$ cat src/rtl/zx_mem_pkg.sv
// Shared definitions for the VRAM arbiter: bus widths, FSM state encoding
// and small state-classification helpers.
package zx_mem_pkg;

   localparam int VA_W   = 14;
   localparam int DATA_W = 8;

   typedef enum logic [2:0] {
      ARB_IDLE = 3'd0,
      ARB_V1   = 3'd1,
      ARB_V2   = 3'd2,
      ARB_C1   = 3'd3,
      ARB_C2   = 3'd4
   } arb_state_t;

   // True in the states where the VRAM bus is owned by the CPU.
   function automatic logic is_cpu_state(input arb_state_t s);
      return (s == ARB_C1) || (s == ARB_C2);
   endfunction

   // True in the states where the VRAM bus is owned by the video fetcher.
   function automatic logic is_video_state(input arb_state_t s);
      return (s == ARB_V1) || (s == ARB_V2);
   endfunction

endpackage

$ cat src/rtl/arb_req_latch.sv
// Per-requester front end: holds one outstanding request (pending flag and
// captured payload) until the arbiter grants it. A request pulse arriving
// while one is already pending is dropped and flagged in the sticky overrun.
module arb_req_latch #(
   parameter int PAYLOAD_W = 14
) (
   input  logic                 clk14,
   input  logic                 rst_n,
   input  logic                 req,
   input  logic [PAYLOAD_W-1:0] payload,
   input  logic                 grant,
   output logic                 pending,
   output logic [PAYLOAD_W-1:0] cap,
   output logic                 overrun
);

   // Capture on an accepted request, release on grant, remember drops.
   always_ff @(posedge clk14) begin
      if (!rst_n) begin
         pending <= 1'b0;
         cap     <= '0;
         overrun <= 1'b0;
      end else begin
         if (req && !pending) begin
            pending <= 1'b1;
            cap     <= payload;
         end else if (grant) begin
            pending <= 1'b0;
         end
         if (req && pending) begin
            overrun <= 1'b1;
         end
      end
   end

endmodule

$ cat src/rtl/vram_arbiter.sv
// Two-port VRAM arbiter: a video fetcher and the CPU share one VRAM. Each
// access owns the bus for exactly two cycles; video has fixed priority, and
// grants are only taken at IDLE or at the end of an access.
module vram_arbiter
   import zx_mem_pkg::*;
(
   input  logic              clk14,
   input  logic              rst_n,
   input  logic              vreq,
   input  logic [VA_W-1:0]   vaddr,
   output logic [DATA_W-1:0] vdata,
   output logic              vvalid,
   input  logic              creq,
   input  logic              cwe,
   input  logic [VA_W-1:0]   caddr,
   input  logic [DATA_W-1:0] cdin,
   output logic [DATA_W-1:0] cdout,
   output logic              cack,
   output logic              cwait,
   output logic              voverrun,
   output logic [VA_W-1:0]   va,
   output logic [DATA_W-1:0] vramdin,
   input  logic [DATA_W-1:0] vramdout,
   output logic              vramcs,
   output logic              vramoe,
   output logic              vramwe
);

   localparam int C_PAY_W = VA_W + DATA_W + 1;

   arb_state_t         state;
   arb_state_t         state_nx;

   logic               v_pend;
   logic [VA_W-1:0]    v_cap;
   logic               v_grant;

   logic               c_pend;
   logic [C_PAY_W-1:0] c_cap;
   logic               c_grant;
   logic               c_overrun_unused;

   logic [VA_W-1:0]    c_cap_addr;
   logic [DATA_W-1:0]  c_cap_din;
   logic               c_cap_we;

   // Write flag of the CPU access currently on the bus.
   logic               cur_we;

   logic               cs_nx;
   logic               oe_nx;
   logic               we_nx;
   logic               cwait_nx;

   assign c_cap_addr = c_cap[VA_W-1:0];
   assign c_cap_din  = c_cap[VA_W +: DATA_W];
   assign c_cap_we   = c_cap[VA_W+DATA_W];

   arb_req_latch #(
      .PAYLOAD_W (VA_W)
   ) u_vid_latch (
      .clk14   (clk14),
      .rst_n   (rst_n),
      .req     (vreq),
      .payload (vaddr),
      .grant   (v_grant),
      .pending (v_pend),
      .cap     (v_cap),
      .overrun (voverrun)
   );

   arb_req_latch #(
      .PAYLOAD_W (C_PAY_W)
   ) u_cpu_latch (
      .clk14   (clk14),
      .rst_n   (rst_n),
      .req     (creq),
      .payload ({cwe, cdin, caddr}),
      .grant   (c_grant),
      .pending (c_pend),
      .cap     (c_cap),
      .overrun (c_overrun_unused)
   );

   // FSM state register.
   always_ff @(posedge clk14) begin
      if (!rst_n) begin
         state <= ARB_IDLE;
      end else begin
         state <= state_nx;
      end
   end

   // Next state, grants and next-cycle bus strobes; grants are taken from
   // the pending flags only, video first.
   always_comb begin
      state_nx = state;
      v_grant  = 1'b0;
      c_grant  = 1'b0;
      case (state)
         ARB_V1: state_nx = ARB_V2;
         ARB_C1: state_nx = ARB_C2;
         default: begin
            if (v_pend) begin
               state_nx = ARB_V1;
               v_grant  = 1'b1;
            end else if (c_pend) begin
               state_nx = ARB_C1;
               c_grant  = 1'b1;
            end else begin
               state_nx = ARB_IDLE;
            end
         end
      endcase

      cs_nx = (state_nx != ARB_IDLE);
      oe_nx = 1'b0;
      we_nx = 1'b0;
      case (state_nx)
         ARB_V1, ARB_V2: oe_nx = 1'b1;
         ARB_C1:         oe_nx = !c_cap_we;
         ARB_C2: begin
            oe_nx = !cur_we;
            we_nx = cur_we;
         end
         default: begin
            oe_nx = 1'b0;
            we_nx = 1'b0;
         end
      endcase

      // CPU is waiting while a request is arriving, pending, or on the bus.
      cwait_nx = creq || c_pend || is_cpu_state(state_nx);
   end

   // VRAM bus registers; address/data load at grant and hold otherwise.
   always_ff @(posedge clk14) begin
      if (!rst_n) begin
         va      <= '0;
         vramdin <= '0;
         vramcs  <= 1'b0;
         vramoe  <= 1'b0;
         vramwe  <= 1'b0;
         cur_we  <= 1'b0;
      end else begin
         vramcs <= cs_nx;
         vramoe <= oe_nx;
         vramwe <= we_nx;
         if (v_grant) begin
            va <= v_cap;
         end else if (c_grant) begin
            va      <= c_cap_addr;
            vramdin <= c_cap_din;
            cur_we  <= c_cap_we;
         end
      end
   end

   // Completion: latch read data and pulse the done strobes as an access ends.
   always_ff @(posedge clk14) begin
      if (!rst_n) begin
         vdata  <= '0;
         vvalid <= 1'b0;
         cdout  <= '0;
         cack   <= 1'b0;
         cwait  <= 1'b0;
      end else begin
         vvalid <= (state == ARB_V2);
         cack   <= (state == ARB_C2);
         cwait  <= cwait_nx;
         if (state == ARB_V2) begin
            vdata <= vramdout;
         end
         if ((state == ARB_C2) && !cur_we) begin
            cdout <= vramdout;
         end
      end
   end

endmodule

$ cat config.mk
export PLATFORM = sky130hd
export DESIGN_NAME = vram_arbiter
export DESIGN_NICKNAME = d
export VERILOG_FILES = /design/src/rtl/zx_mem_pkg.sv /design/src/rtl/arb_req_latch.sv /design/src/rtl/vram_arbiter.sv
export SDC_FILE = /design/constraint.sdc
export NUM_CORES = 1
export LEC_CHECK = 0
export BUFFER_PORTS_ARGS = -buffer_cell sky130_fd_sc_hd__buf_2
export CORE_AREA = 3 3 82 84
export CTS_CLUSTER_DIAMETER = 80
export DETAILED_ROUTE_END_ITERATION = 12
export DIE_AREA = 0 0 85 87
export PLACE_DENSITY = 0.82
export SETUP_SLACK_MARGIN = 0.05
export SLEW_MARGIN = 20
export SYNTH_ARGS = -nofsm -noshare
export SYNTH_HDL_FRONTEND = slang
export SYNTH_SLANG_ARGS = --single-unit
$ cat constraint.sdc
create_clock -name clk14 -period 1.8 [get_ports clk14]
set_input_delay 0.18 -clock clk14 [delete_from_list [all_inputs] [get_ports clk14]]
set_output_delay 0.18 -clock clk14 [all_outputs]
set_load 0.01 [all_outputs]
# Word-level counts from Yosys, hierarchy flattened
# Cells that the tools add are included.
word_totals:
  regBits: 88
  in_bits: 49
  word_cells: 60
op_classes:
  n_eq_ne: 8
  mux: 15
  bitwise: 1
  reduce_logical: 19
op_table:
  columns: ["operator", "n"]
  rows:
  - ["$mux W14", 2]
  - ["$eq A3 B2 Y1 const B", 4]
  - ["$mux W1", 9]
  - ["$eq A3 B1 Y1 const B", 2]
  - ["$eq A3 B3 Y1 const B", 2]
  - ["$pmux W3 S2", 1]
  - ["$reduce_bool A2 Y1", 3]
  - ["$logic_and A1 B1 Y1", 4]
  - ["$logic_not A1 Y1", 4]
  - ["$mux W2", 2]
  - ["$reduce_and A2 Y1", 2]
  - ["$reduce_or A2 Y1", 2]
  - ["$logic_or A1 B1 Y1", 3]
  - ["$pmux W1 S3", 1]
  - ["$reduce_bool A3 Y1", 1]
  - ["$not A1 Y1", 1]

# Longest topological paths before layout
depth:
  word_depth: 6
  depth_mapped: 5

# By module
# A second synthesis with hierarchy kept.
unflattened:
  cells_unflattened: 378
  area_unflattened_um2: 3624.7
modules_own_cells:
  columns: ["module", "instances", "cells_each", "area_each_um2"]
  rows:
  - ["vram_arbiter", 1, 203, 1968.1]
  - ["arb_req_latch (u_cpu_latch)", 1, 107, 1013.5]
  - ["arb_req_latch (u_vid_latch)", 1, 68, 643.1]

# Worst setup path before layout
# No wires, ideal clock.
synth_path:
  kind: "reg-to-reg"
  from: "register state[0]"
  to: "register va[4]"
  setup_time_ns: 0.119
  t_arrival_ns: 1.039
  setup_slack_ns: 0.642
  path_stages_with_launch: 5
  period_less_slack_ns: 1.158
  path_cell_list: "dfxtp_1 and2b_4 nor2_4 buf_4 o221a_1"
synth_between:
  elab_chain_len: 4
  word_cells_on_any_way: 7
  cone_classes: "eq/ne: 2; mux: 3; reduce/logical: 2"
synth_rtl:
  columns: ["item", "line", "source"]
  rows:
  - ["start: declaration", "vram_arbiter.sv:31", "arb_state_t state;"]
  - ["start signal: assignment", "vram_arbiter.sv:90", "state <= state_nx;"]
  - ["$eq A3 B2 Y1 or $eq A3 B1 Y1 (tied branches)", "vram_arbiter.sv:100", "case (state)"]
  - ["$reduce_or A2 Y1 (no line) *", null, null]
  - ["$mux W1", "vram_arbiter.sv:100", null]
  - ["$mux W14 or $reduce_bool A2 Y1 (tied branches)", null, null]
  - ["end signal: assignment", "vram_arbiter.sv:150", "va <= v_cap;"]
  - ["end signal: assignment", "vram_arbiter.sv:152", "va <= c_cap_addr;"]
  - ["end: declaration", "vram_arbiter.sv:21", "output logic [VA_W-1:0] va,"]
# Every way passes the cells marked *; elsewhere a longest branch is shown, timed or not.
# A chain may end at the register's enable or synchronous reset.

# Worst setup path in the final report
layout_path:
  from: "register state[2]"
  to: "register vramdin[5]"
layout_between:
  elab_chain_len: 5
  word_cells_on_any_way: 7
  cone_classes: "eq/ne: 2; mux: 2; bitwise: 1; reduce/logical: 2"
layout_rtl:
  columns: ["item", "line", "source"]
  rows:
  - ["$eq A3 B2 Y1 or $eq A3 B1 Y1 (tied branches)", "vram_arbiter.sv:100", null]
  - ["$reduce_or A2 Y1 (no line) *", null, null]
  - ["$mux W1", "vram_arbiter.sv:100", null]
  - ["$not A1 Y1 (no line)", null, null]
  - ["$reduce_and A2 Y1 (no line) *", null, null]
  - ["end signal: assignment", "vram_arbiter.sv:153", "vramdin <= c_cap_din;"]
  - ["end: declaration", "vram_arbiter.sv:22", "output logic [DATA_W-1:0] vramdin,"]
# Marks and branches as above.

==> summary.md <==
| Metric | Value |
|---|---|
| Final Util | `66.5%` |
| Hold buffer count at cts | `0` |
| Initial antenna violation count | `0` |
| Clk sink count | `88` |
| Root buf cell | `clkbuf_8` |
| Slew HR | `57.8%` |
| Nature of the critical path endpoint | `register` |
| TritonCTS clock tree | `built` |
| Clock skew | `0.00874 ns` |
| Crit path to | `vramdin[5]` |
| Critical path start-end classification | `register to register` |
| Register-to-register setup slack | `0.22 ns` |
| Vias per cell | `5.14` |
| Largest stage delay, worst path | `0.53 ns` |
| Max Slew Vio Count | `0` |
| Flop and latch count out of synthesis | `88` |
| Largest fanout on the critical path | `22` |
| Post-cts sizing count | `0` |
| CP Cell Sequence | `and2b_4 -> nor2_2 -> mux2i_1` |
| Syn Area/Cell | `8.98 µm²` |
| Ratio of cells with drive above 1 in the final layout | `27.5%` |
| YS warnings | `0` |
| Synth-to-layout area growth | `21.2%` |
| CTS Buf Count | `9` |
| Sequential area share after synthesis | `53.6%` |
| Synth top area cells | `dfxtp_1, nand2_1, a21oi_1, mux2i_1, o221a_1` |
| Starting density of the core | `54.9%` |
| Crit path arrival time | `1.85 ns` |
| DR WL/cell | `13.8 µm` |
| IO buf count | `93` |
| Post-synth ARST share | `0%` |
| Antenna-violating nets left | `0` |
| Total gr overflow | `0` |
| Min cycle time layout | `1.58 ns` |
| Via count | `2744` |
| Die W | `85 µm` |
| Post-synth top flop | `dfxtp_1` |
| Mapped cell area | `3290 µm²` |
| Nets | `503` |
| Syn Nets | `415` |
| # DRC | `0` |
| CP Data Required Time | `2.06 ns` |
| Max Root-Sink Buffers | `2` |
| Core area | `5990 µm²` |
| Mapped Cells | `366` |
| RSZ-0062 raised after global routing | `no` |
| Setup-failing EPs final | `0` |
| H-tree level count | `3` |
| Hold Crit Class | `input port to register` |
| Top Ports | `94` |
| P per Cell Area | `977 nW/µm²` |
| Stages on the worst setup path | `3` |
| Depth of the most critical reg-to-reg path | `3` |
| Met3 Use GR | `4.16%` |
| Number of flops mapped to enable cells by yosys | `0` |
| Die ar. | `7400 µm²` |
| Final period utilization | `87.9%` |
| Met1 global-route usage | `28.4%` |
| Global-route wire length before repair | `12300 µm` |
| Reg-to-Reg End | `vramdin[5]` |
| Crit path from | `state[2]` |
| Drt total wl | `7370 µm` |
| Fin. Hold Viols | `0` |
| Reg clk slew, reported paths | `0.09 ns` |
| Min-delay src | `cdin[3]` |
| Routability congestion estimate | `0.806` |
| Synth top area share | `53.6%` |
| Top Usage Layer GRT | `met2` |
| Worst-Margin Slew | `0.633 ns` |
| Family with the most delay on the worst path | `simple AND/OR/NAND/NOR gates` |
| Buf/Inv on CP | `0` |
| Crit-path slowest cell | `nor2_2` |
| Worst-Skew Late Latency | `0.34 ns` |
| Distinct cells, synth | `30` |
| Post-DP HPWL | `5350 µm` |
| Worst setup SP type | `register` |
| Ant. Diodes | `0` |
| Peak supply drop | `0.514 mV` |
| Row count | `28` |
| Status | `finished, final reports clean` |
| Number of DRC markers in iteration 0 | `167` |
| Setup_tns | `0 ns` |
| Detailed Routing Iterations Pass 1 | `4` |
| GRT Util Overall | `21.0%` |
| Pin count of the biggest net entering global routing | `54` |
| Achievable frequency | `632 MHz` |
| Number of max-cap violations | `0` |
| Beginning of the worst register-to-register path | `state[2]` |
| Area leader, netlist | `dfxtp_1` |
| Global routing usage on met2 | `32.8%` |
| Die H | `87 µm` |
| Post-CTS setup buffer count | `0` |
| P_leak | `1.73 nW` |
| Vias in the first global route | `2635` |
-- metrics by stage --
stage,power [mW],setup WS (ns),hold WS (ns),area (µm²),cells
floorplan,2.52,0.642,0.316,3290,366
global placement,2.70,0.312,0.417,3800,518
detailed placement,2.71,0.248,0.426,3800,518
CTS,3.91,0.191,0.0459,3980,534
global route,4.07,0.0921,0.0575,3980,534
finish,3.89,0.218,0.0601,3980,534
-- synth_stat cells, types with 4 or more instances --
library cell / count
a21oi_1: 39
a2bb2oi_1: 14
buf_2: 11
clkbuf_1: 10
dfxtp_1: 88
inv_1: 14
mux2i_1: 17
nand2_1: 101
nand3_1: 8
nor2_1: 13
nor3_1: 4
o21ai_1: 8
o221a_1: 14
-- how the worst min path moves through the flow --
stage	end	slack [ns]	cells past startpoint
6_report	u_cpu_latch.cap[17]	0.06	3
5_1_grt	u_cpu_latch.cap[0]	0.06	3
4_1_cts	u_cpu_latch.cap[17]	0.05	3
3_5_place_dp	u_cpu_latch.cap[17]	0.43	3
3_3_place_gp	cdout[2]	0.42	3
2_1_floorplan	u_cpu_latch.cap[0]	0.32	2
-- registers in the layout, summed over array words and instances, names as in the netlist, 3 cells and up --
signal / cells
state: 3
u_cpu_latch.cap: 23
cdout: 8
va: 14
u_vid_latch.cap: 14
vdata: 8
vramdin: 8
-- cells in the final DEF, fill, tap and decap left out, drive strengths merged --
| cell type | netlist | routed |
|---|---|---|
| buf | 16 | 103 |
| nand2 | 101 | 101 |
| dfxtp | 88 | 88 |
| a21oi | 39 | 39 |
| mux2i | 17 | 17 |
| nor2 | 15 | 15 |
| inv | 14 | 14 |
| a2bb2oi | 14 | 14 |
| o221a | 14 | 14 |
| clkbuf | 10 | 10 |
| o21ai | 9 | 9 |
| nand3 | 8 | 8 |
| nor3 | 4 | 4 |
| nor2b | 4 | 4 |
| nand2b | 4 | 4 |
| clkinv | 1 | 4 |
| clkinvlp | 0 | 3 |
| and2 | 2 | 2 |
| nor3b | 1 | 1 |
| nor4b | 1 | 1 |
| and2b | 1 | 1 |
| o21a | 1 | 1 |
| and4b | 1 | 1 |
| a311oi | 1 | 1 |
-- cells by family after synthesis --
group | after synthesis | share of synthesized area (%)
AND/OR/NAND/NOR | 142 | 19.0
buffers and inverters | 41 | 5.90
AO/OA/AOI/OAI | 78 | 16.3
multiplexers | 17 | 5.18
flip-flops | 88 | 53.6
-- tightest hold or removal path, delay by kind of cell --
kind	cells	cell delay (ns)
and+or+nand+nor	1	0.04
buffers and inverters	1	0.09
AOI/OAI and AO/OA	1	0.05
-- cell type report --
cell class,count,area [µm²]
fill,514,2010
sequential,88,1760
multi-input combinational,237,1340
timing repair buffer,103,553
clock buffer,10,138
tap,75,93.8
inverter,15,56.3
clock inverter,6,45.0
-- per-layer routing --
layer,part of all wire (%),vias to the layer above
met5,0,-
met4,1.9,0
met3,6.5,11
met2,46,85
met1,46,1246
li1,-,1402
-- power breakdown --
group	total [mW]	switching (mW)	internal (mW)
clock	1.23	0.685	0.541
sequential	2.15	0.0814	2.07
combinational	0.517	0.279	0.239
total	3.89	1.04	2.85
(Power assumes the default switching activity.)
